### src/rtl/branch_pkg.sv
// Shared types and helpers for the branch execute sequencer.
// The funct3 decode stays with the external comparator, so this package
// carries no funct3 constants of its own.
package branch_pkg;

  typedef enum logic [1:0] {
    IDLE,
    ISSUE,
    RESOLVE,
    REDIRECT
  } branch_ctrl_state_t;

  // B-type immediate: 13 bits including the implicit zero LSB, still unsigned-extended.
  function automatic logic [12:0] b_imm(input logic [31:0] instr);
    return {instr[31], instr[7], instr[30:25], instr[11:8], 1'b0};
  endfunction

endpackage

### src/rtl/branch_target_calc.sv
// Combinational branch target: pc + sign-extended B-immediate, wrapping mod 2^XLEN.
// Ports:
//   pc_i          branch PC
//   instr_i       raw branch instruction (only immediate fields are used)
//   target_o      computed target
//   misaligned_o  target not 4-byte aligned
module branch_target_calc
  import branch_pkg::*;
#(
  parameter int XLEN = 32
) (
  input  logic [XLEN-1:0] pc_i,
  input  logic [31:0]     instr_i,
  output logic [XLEN-1:0] target_o,
  output logic            misaligned_o
);

  logic [12:0]     imm;
  logic [XLEN-1:0] imm_sext;
  logic            unused_instr_bits;

  assign imm               = b_imm(instr_i);
  assign imm_sext          = {{(XLEN-13){imm[12]}}, imm};
  assign target_o          = pc_i + imm_sext;
  assign misaligned_o      = |target_o[1:0];
  assign unused_instr_bits = ^{instr_i[24:12], instr_i[6:0]};

endmodule

### src/rtl/branch_ctrl.sv
// Execute-stage sequencer around an external registered branch comparator.
// Accepts one branch op, drives the comparator, waits for its registered
// result and either redirects fetch (with a one-cycle flush), flags a
// misaligned taken target, or retires silently.
// Ports:
//   req_*        issue handshake and operands
//   cmp_*        operands to / result from the external comparator
//   redirect_*   redirect handshake to fetch
//   flush        one-cycle pulse when a redirect is raised
//   misalign_err one-cycle pulse on a taken, misaligned target
//   busy         controller not idle
// Optional feature macro BRANCH_CTRL_STATS_EN adds stat_clr, stat_taken,
// stat_not_taken (saturating outcome counters).
//
// state    | meaning
// IDLE     | ready for a new op, cmp_* hold last operands
// ISSUE    | operands stable, comparator samples at the end of this cycle
// RESOLVE  | comparator result valid, decide outcome
// REDIRECT | redirect held until fetch accepts it
module branch_ctrl
  import branch_pkg::*;
#(
  parameter int              XLEN     = 32,
  parameter logic [XLEN-1:0] RESET_PC = '0
) (
  input  logic            clk,
  input  logic            rst_n,
  input  logic            req_valid,
  output logic            req_ready,
  input  logic [XLEN-1:0] req_pc,
  input  logic [XLEN-1:0] req_rs1,
  input  logic [XLEN-1:0] req_rs2,
  input  logic [31:0]     req_instr,
  output logic [XLEN-1:0] cmp_rs1,
  output logic [XLEN-1:0] cmp_rs2,
  output logic [31:0]     cmp_instr,
  input  logic            cmp_taken,
  output logic            redirect_valid,
  input  logic            redirect_ready,
  output logic [XLEN-1:0] redirect_pc,
  output logic            flush,
  output logic            misalign_err,
  output logic            busy
`ifdef BRANCH_CTRL_STATS_EN
  ,
  input  logic            stat_clr,
  output logic [31:0]     stat_taken,
  output logic [31:0]     stat_not_taken
`endif
);

  branch_ctrl_state_t state_q, state_d;
  logic [XLEN-1:0]    cmp_rs1_q, cmp_rs2_q, redirect_pc_q;
  logic [31:0]        cmp_instr_q;
  logic               misaligned_q;
  logic [XLEN-1:0]    target;
  logic               target_misaligned;
  logic               accept;

  branch_target_calc #(.XLEN(XLEN)) u_target (
    .pc_i         (req_pc),
    .instr_i      (req_instr),
    .target_o     (target),
    .misaligned_o (target_misaligned)
  );

  assign accept = req_valid && (state_q == IDLE);

  always_comb begin
    state_d        = state_q;
    req_ready      = 1'b0;
    redirect_valid = 1'b0;
    flush          = 1'b0;
    misalign_err   = 1'b0;
    case (state_q)
      IDLE: begin
        req_ready = 1'b1;
        if (req_valid) state_d = ISSUE;
      end
      ISSUE: state_d = RESOLVE;
      RESOLVE: begin
        if (!cmp_taken) begin
          state_d = IDLE;
        end else if (misaligned_q) begin
          misalign_err = 1'b1;
          state_d      = IDLE;
        end else begin
          // A ready fetch in the first redirect cycle completes the handshake here.
          redirect_valid = 1'b1;
          flush          = 1'b1;
          state_d        = redirect_ready ? IDLE : REDIRECT;
        end
      end
      REDIRECT: begin
        redirect_valid = 1'b1;
        if (redirect_ready) state_d = IDLE;
      end
      default: state_d = IDLE;
    endcase
  end

  always_ff @(posedge clk or negedge rst_n) begin
    if (!rst_n) begin
      state_q       <= IDLE;
      cmp_rs1_q     <= '0;
      cmp_rs2_q     <= '0;
      cmp_instr_q   <= '0;
      redirect_pc_q <= RESET_PC;
      misaligned_q  <= 1'b0;
    end else begin
      state_q <= state_d;
      if (accept) begin
        cmp_rs1_q     <= req_rs1;
        cmp_rs2_q     <= req_rs2;
        cmp_instr_q   <= req_instr;
        redirect_pc_q <= target;
        misaligned_q  <= target_misaligned;
      end
    end
  end

  assign cmp_rs1     = cmp_rs1_q;
  assign cmp_rs2     = cmp_rs2_q;
  assign cmp_instr   = cmp_instr_q;
  assign redirect_pc = redirect_pc_q;
  assign busy        = (state_q != IDLE);

`ifdef BRANCH_CTRL_STATS_EN
  logic [31:0] stat_taken_q, stat_not_taken_q;

  always_ff @(posedge clk or negedge rst_n) begin
    if (!rst_n) begin
      stat_taken_q     <= '0;
      stat_not_taken_q <= '0;
    end else if (stat_clr) begin
      stat_taken_q     <= '0;
      stat_not_taken_q <= '0;
    end else if (state_q == RESOLVE) begin
      // Misaligned taken ops still count as taken.
      if (cmp_taken) begin
        if (stat_taken_q != 32'hFFFF_FFFF) stat_taken_q <= stat_taken_q + 32'd1;
      end else begin
        if (stat_not_taken_q != 32'hFFFF_FFFF) stat_not_taken_q <= stat_not_taken_q + 32'd1;
      end
    end
  end

  assign stat_taken     = stat_taken_q;
  assign stat_not_taken = stat_not_taken_q;
`endif

endmodule

### config.mk
export PLATFORM = sky130hd
export DESIGN_NAME = branch_ctrl
export DESIGN_NICKNAME = d
export VERILOG_FILES = /design/src/rtl/branch_pkg.sv /design/src/rtl/branch_target_calc.sv /design/src/rtl/branch_ctrl.sv
export SDC_FILE = /design/constraint.sdc
export NUM_CORES = 1
export LEC_CHECK = 0
export CORE_MARGIN = 3
export CORE_UTILIZATION = 45
export DETAILED_ROUTE_END_ITERATION = 7
export PLACE_DENSITY = 0.83
export SYNTH_ARGS = -nofsm -noshare
export SYNTH_HDL_FRONTEND = slang
export SYNTH_SLANG_ARGS = --single-unit
### constraint.sdc
create_clock -name clk -period 3.6 [get_ports clk]
set_clock_uncertainty 0.15 [all_clocks]
set_input_delay 0.36 -clock clk [delete_from_list [all_inputs] [get_ports clk]]
set_output_delay 0.36 -clock clk [all_outputs]
set_load 0.005 [all_outputs]
Word-level counts from Yosys, hierarchy flattened
Index checks and enable logic that the tools add are counted.
{"block": "word_totals", "regBits": 131, "out_inout_bits": 133, "wordCells": 31}
{"block": "op_classes", "n_addsub": 1, "eq_ne": 5, "mux": 14, "reduce_logical": 5}
{"op": "adder 32 bit", "count": 1}
{"op": "2-to-1 mux 2 bit", "count": 5}
{"op": "one-hot mux 2 bit (4 select lines)", "count": 1}
{"op": "2-to-1 mux 1 bit", "count": 7}
{"op": "equality test 2 bit, second input constant", "count": 2}
{"op": "inequality test 2 bit, second input constant", "count": 2}
{"op": "equality test 2 x 1 -> 1 bit, second input constant", "count": 1}
{"op": "zero test 2 bit", "count": 1}
{"op": "one-hot mux 1 bit (2 select lines)", "count": 1}
{"op": "AND reduction 2 bit", "count": 1}
{"op": "nonzero test 2 bit", "count": 1}
{"op": "OR reduction 2 bit", "count": 1}
{"op": "logical AND 1 bit", "count": 1}

Longest topological paths before layout
{"block": "depth", "depth_word": 4, "mapped_depth": 10, "mapped_depth_nobuf": 10}

By module
Synthesis repeated with hierarchy kept, for this count alone.
{"block": "unflattened", "cells_unflattened": 564, "hier_area_um2": 7198.2}
{"mod": "branch_ctrl", "instances": 1, "cells_each": 286, "area_each_um2": 5316.3, "seq_area_each_um2": 3278.1}
{"mod": "branch_target_calc", "instances": 1, "cells_each": 278, "area_each_um2": 1881.8, "seq_area_each_um2": 0.0}

Worst setup path before layout
Ideal clock, no wire load.
{"block": "synth_timing", "path_kind": "input to register", "from": "input req_pc[1]", "to": "register redirect_pc_q[31], in the netlist redirect_pc[31]", "arrival_ns": 2.268, "required_time_ns": 3.379, "setup_slack_ns": 1.112, "path_stages": 10, "path_buffers": 0, "cell_sequence": "ha_1 fa_1 a21oi_1 nand4b_4 a21oi_4 nor2_2 o21ba_4 a211o_1 or4_1 nand4_1"}
{"block": "synth_via", "elab_chain_len": 1}
{"item": "from (decl)", "line": "branch_ctrl.sv:30", "rtl": "input logic [XLEN-1:0] req_pc,"}
{"item": "adder 32 bit", "line": "branch_target_calc.sv:24", "rtl": "assign target_o = pc_i + imm_sext;"}
{"item": "to (signal assigned)", "line": "branch_ctrl.sv:116", "rtl": "redirect_pc_q <= target;"}
{"item": "to (decl)", "line": "branch_ctrl.sv:53", "rtl": "logic [XLEN-1:0] cmp_rs1_q, cmp_rs2_q, redirect_pc_q;"}
Every way passes these cells.
A chain may end at the register's enable or synchronous reset.

Final worst setup path
{"block": "layout_timing", "from": "input req_instr[8]", "to": "register redirect_pc_q[31], in the netlist redirect_pc[31]"}
{"block": "layout_via", "elab_chain_len": 1}
{"item": "from (decl)", "line": "branch_ctrl.sv:33", "rtl": "input logic [31:0] req_instr,"}
{"item": "adder 32 bit", "line": "branch_target_calc.sv:24"}
Every way passes these cells.

==> reports/qor.yml <==
sta:
  slew_viol_final: 0
  tns_ns: 0
  final-hold-violation-count: 0
  period_share_pct: 80.5
  rsz0062_at_grt: "false"
  finalCriticalPeriod_ns: 2.90
  max_freq_mhz: 345
  max_slew_margin_pct: 58.9
  worstMarginPinSlew_ns: 0.617
  setup_viol_count_final: 0
synth:
  synth_mux_area_share_pct: 0.152
  synth_cell_types: 57
  synth_adder_area_share_pct: 6.01
  synth_warnings: 0
  avgSynthCellArea_um2: 8.59
  syn-num-nets: 930
  synth_area_mm2: 0.00658
  syn-instance-count: 766
  synth.area.top_cells: "dfrtp_1 50%, nand2_1 20%, ha_1 5.7%, o21ai_0 3.1%, a21oi_1 2.4%"
  synth_area_leader_cell: "dfrtp_1"
  ys_ff_latch: 131
  seq_area_frac_synth_pct: 49.8
  synth_top_family_by_area: "simple AND/OR/NAND/NOR gates"
  synth-simple-area-share_pct: 24.9
  synth_xor_area_share_pct: 3.46
  synth_edf_count: 0
  synth_top_area_share_pct: 49.8
  synth_compound_area_share_pct: 12.4
  synth_flop_cell: "dfrtp_1"
  async_reset_ff_share_pct: 100
clock_network:
  numCtsBuffers: 17
  htreeDepth: 4
  cts_buffer_depth: 2
  clock_latency_ns: 0.41
  root_buffer: "clkbuf_16"
  cts_setup_buffers: 0
  clock_sinks: 131
  hold_buffers: 1
  cts_tree: "yes"
  path_clk_slew_ns: 0.06
  cts_resized: 0
setup_path:
  cp.required_ns: 3.79
  critPathBufInv: 1
  crit_path_end_kind: "flop"
  cp_slowest_cell: "or4_1"
  arrival_ns: 3.09
  critPathTopFamily: "simple AND/OR/NAND/NOR gates"
  path_max_fanout: 5
  cpPeakStageDelay_ns: 0.51
  path_cells: "clkdlybuf4s50_1 -> ha_1 -> fa_1 -> a21oi_1 -> nand4b_4 -> a21oi_4 -> nor2_2 -> o21ba_4 -> a211o_1 -> or4_1 -> nand4_1"
  worstSetupStartpointType: "input port"
  critPathKind: "input port to flop"
power_and_ir_drop:
  power.share.combinational_pct: 42.9
  leakage_nw: 4.68
  p_per_area_mw_per_mm2: 752
  switching_share_pct: 33.3
  p_int_mw: 5.00
  ir_worst_vdd_mv: 0.436
  p_switching_mw: 2.50
  power_frac_clock_pct: 22.9
  power.total_mw: 7.50
  seq_power_share_pct: 34.2
global_routing:
  gr-total-overflow: 0
  grt_usage_pct: 24.9
  grt_max_degree: 106
  antenna_found_initial: 0
  first_global_vias: 6225
  grt_pass1_wl_mm: 32.0
outcome:
  outcome: "finished, final reports clean"
place:
  gp_congestion: 0.955
  port_buffers: 265
  dpl.hpwl_mm: 15.0
floorplan:
  start_util_pct: 46.7
  die_w_um: 127
  io_pins: 266
  num_rows: 43
  dieArea_mm2: 0.0161
  die_h_um: 127
  design.core.area_mm2: 0.0141
layout:
  syn_to_final_growth_pct: 51.5
  n_fill_cell: 1074
  drive_gt1_share_pct: 5.41
  nNetsFinal: 1186
  antenna_cells: 0
min_path:
  hold_path_class: "input port to flop"
detailed_routing:
  wire_per_inst_um: 16.6
  vias: 6223
  drtIter0Drc: 261
  viasPerCell: 5.12
  wl_mm: 20.1
  antenna_left: 0
  post-route-drc-count: 0
  first_pass_iters: 5
run:
  drv_cap: 0
-- through the flow --
step	util (%)	cells	hold WS (ns)	cell area, um^2	setup WS (ns)
2_1_floorplan	-	766	-0.0856	6580	1.11
3_3_place_gp	66.5	1182	0.230	9370	0.376
3_5_place_dp	66.5	1182	0.227	9370	0.337
4_1_cts	70.7	1215	0.301	9970	0.730
5_1_grt	70.7	1215	0.316	9970	0.597
6_report	70.7	1215	0.316	9970	0.701
-- placed cells by master, fill, tap and decap left out, types with 9 or more instances in the layout --
master	Yosys	routed
nand3_1	10	10
xnor2_1	13	13
clkbuf_16	0	17
clkdlybuf4s50_1	0	264
nand2_1	350	350
o21ai_0	41	41
nor2_1	18	18
dfrtp_1	131	131
a21oi_1	32	32
xor2_1	13	13
ha_1	30	30
a21o_1	9	9
-- layer usage --
layer,vias to the layer above,routed length (um),GRT usage (%)
met3,37,1610,7.41
met4,0,482,9.59
met2,251,9770,40.9
met1,2889,8270,31.0
li1,3046,-,-
met5,-,0,0
-- worst min-delay path, delay by kind of cell --
| kind | cells | cell delay (ns) |
|---|---|---|
| buf+inv | 1 | 0.39 |
| simple gates | 2 | 0.10 |
-- power by group through the flow --
stage                     Clock, mW  Combinational (mW)  Sequential [mW]
after global placement            0                3.18             2.55
after global routing           1.82                3.55             2.65
final                          1.72                3.22             2.56
after detailed placement          0                3.25             2.57
after CTS                      1.74                3.27             2.56
after floorplan                   0                1.18             2.62
-- worst paths after layout --
kind / from / end / slack [ns] / cells past startpoint
setup / recovery: req_instr[8] / redirect_pc[31] / 0.70 / 11
hold / removal: req_instr[12] / cmp_instr[12] / 0.32 / 3
min in group asynchronous: rst_n / cmp_instr[27] / 0.34 / 2
setup reg to reg: state_q[0] / cmp_instr[1] / 1.30 / 5
hold reg to reg: cmp_rs2[20] / cmp_rs2[20] / 0.32 / 2
max in group asynchronous: rst_n / cmp_rs2[18] / 2.26 / 3
-- kinds of logic (layout without fill, tap and decap cells) --
logic type | Yosys count | in the layout
fa+ha+maj | 31 | 31
flops | 131 | 131
compound gates | 127 | 127
simple gates | 406 | 406
buf+inv | 44 | 313
mux | 1 | 1
xor+xnor | 26 | 26
-- registers in the layout, summed over array words and instances, names as in the netlist --
signal and flops:
cmp_rs2 32, redirect_pc 32, cmp_rs1 32, state_q 2
cmp_instr 32, misaligned_q 1
-- cells in the mapped netlist, drive strengths merged (2+ instances only) --
| cell | instances |
|---|---|
| o2111ai | 2 |
| buf | 4 |
| clkbuf | 33 |
| o31ai | 4 |
| inv | 7 |
| a41oi | 3 |
| dfrtp | 131 |
| a211oi | 3 |
| ha | 30 |
| a31oi | 2 |
| o21a | 2 |
| xor2 | 13 |
| nor2b | 2 |
| o21bai | 2 |
| o211ai | 4 |
| o21ai | 48 |
| o22ai | 3 |
| nand3 | 10 |
| nand2 | 351 |
| nand4b | 2 |
| a21o | 9 |
| or4 | 2 |
| nor2 | 20 |
| a211o | 2 |
| nand4 | 6 |
| and2 | 2 |
| nor3 | 5 |
| a21oi | 35 |
| xnor2 | 13 |
-- area by class of cell --
class / count / area, um^2 / area share [%]
inverters: 7 / 26.3 / 0.264
clock buffers: 18 / 429 / 4.31
clock inverters: 14 / 154 / 1.54
repair buffers: 274 / 2760 / 27.7
flip-flops and latches: 131 / 3280 / 32.9
multi-input cells: 591 / 3090 / 31.0
well taps: 180 / 225 / 2.26
Power figures use the tool's default switching activity.
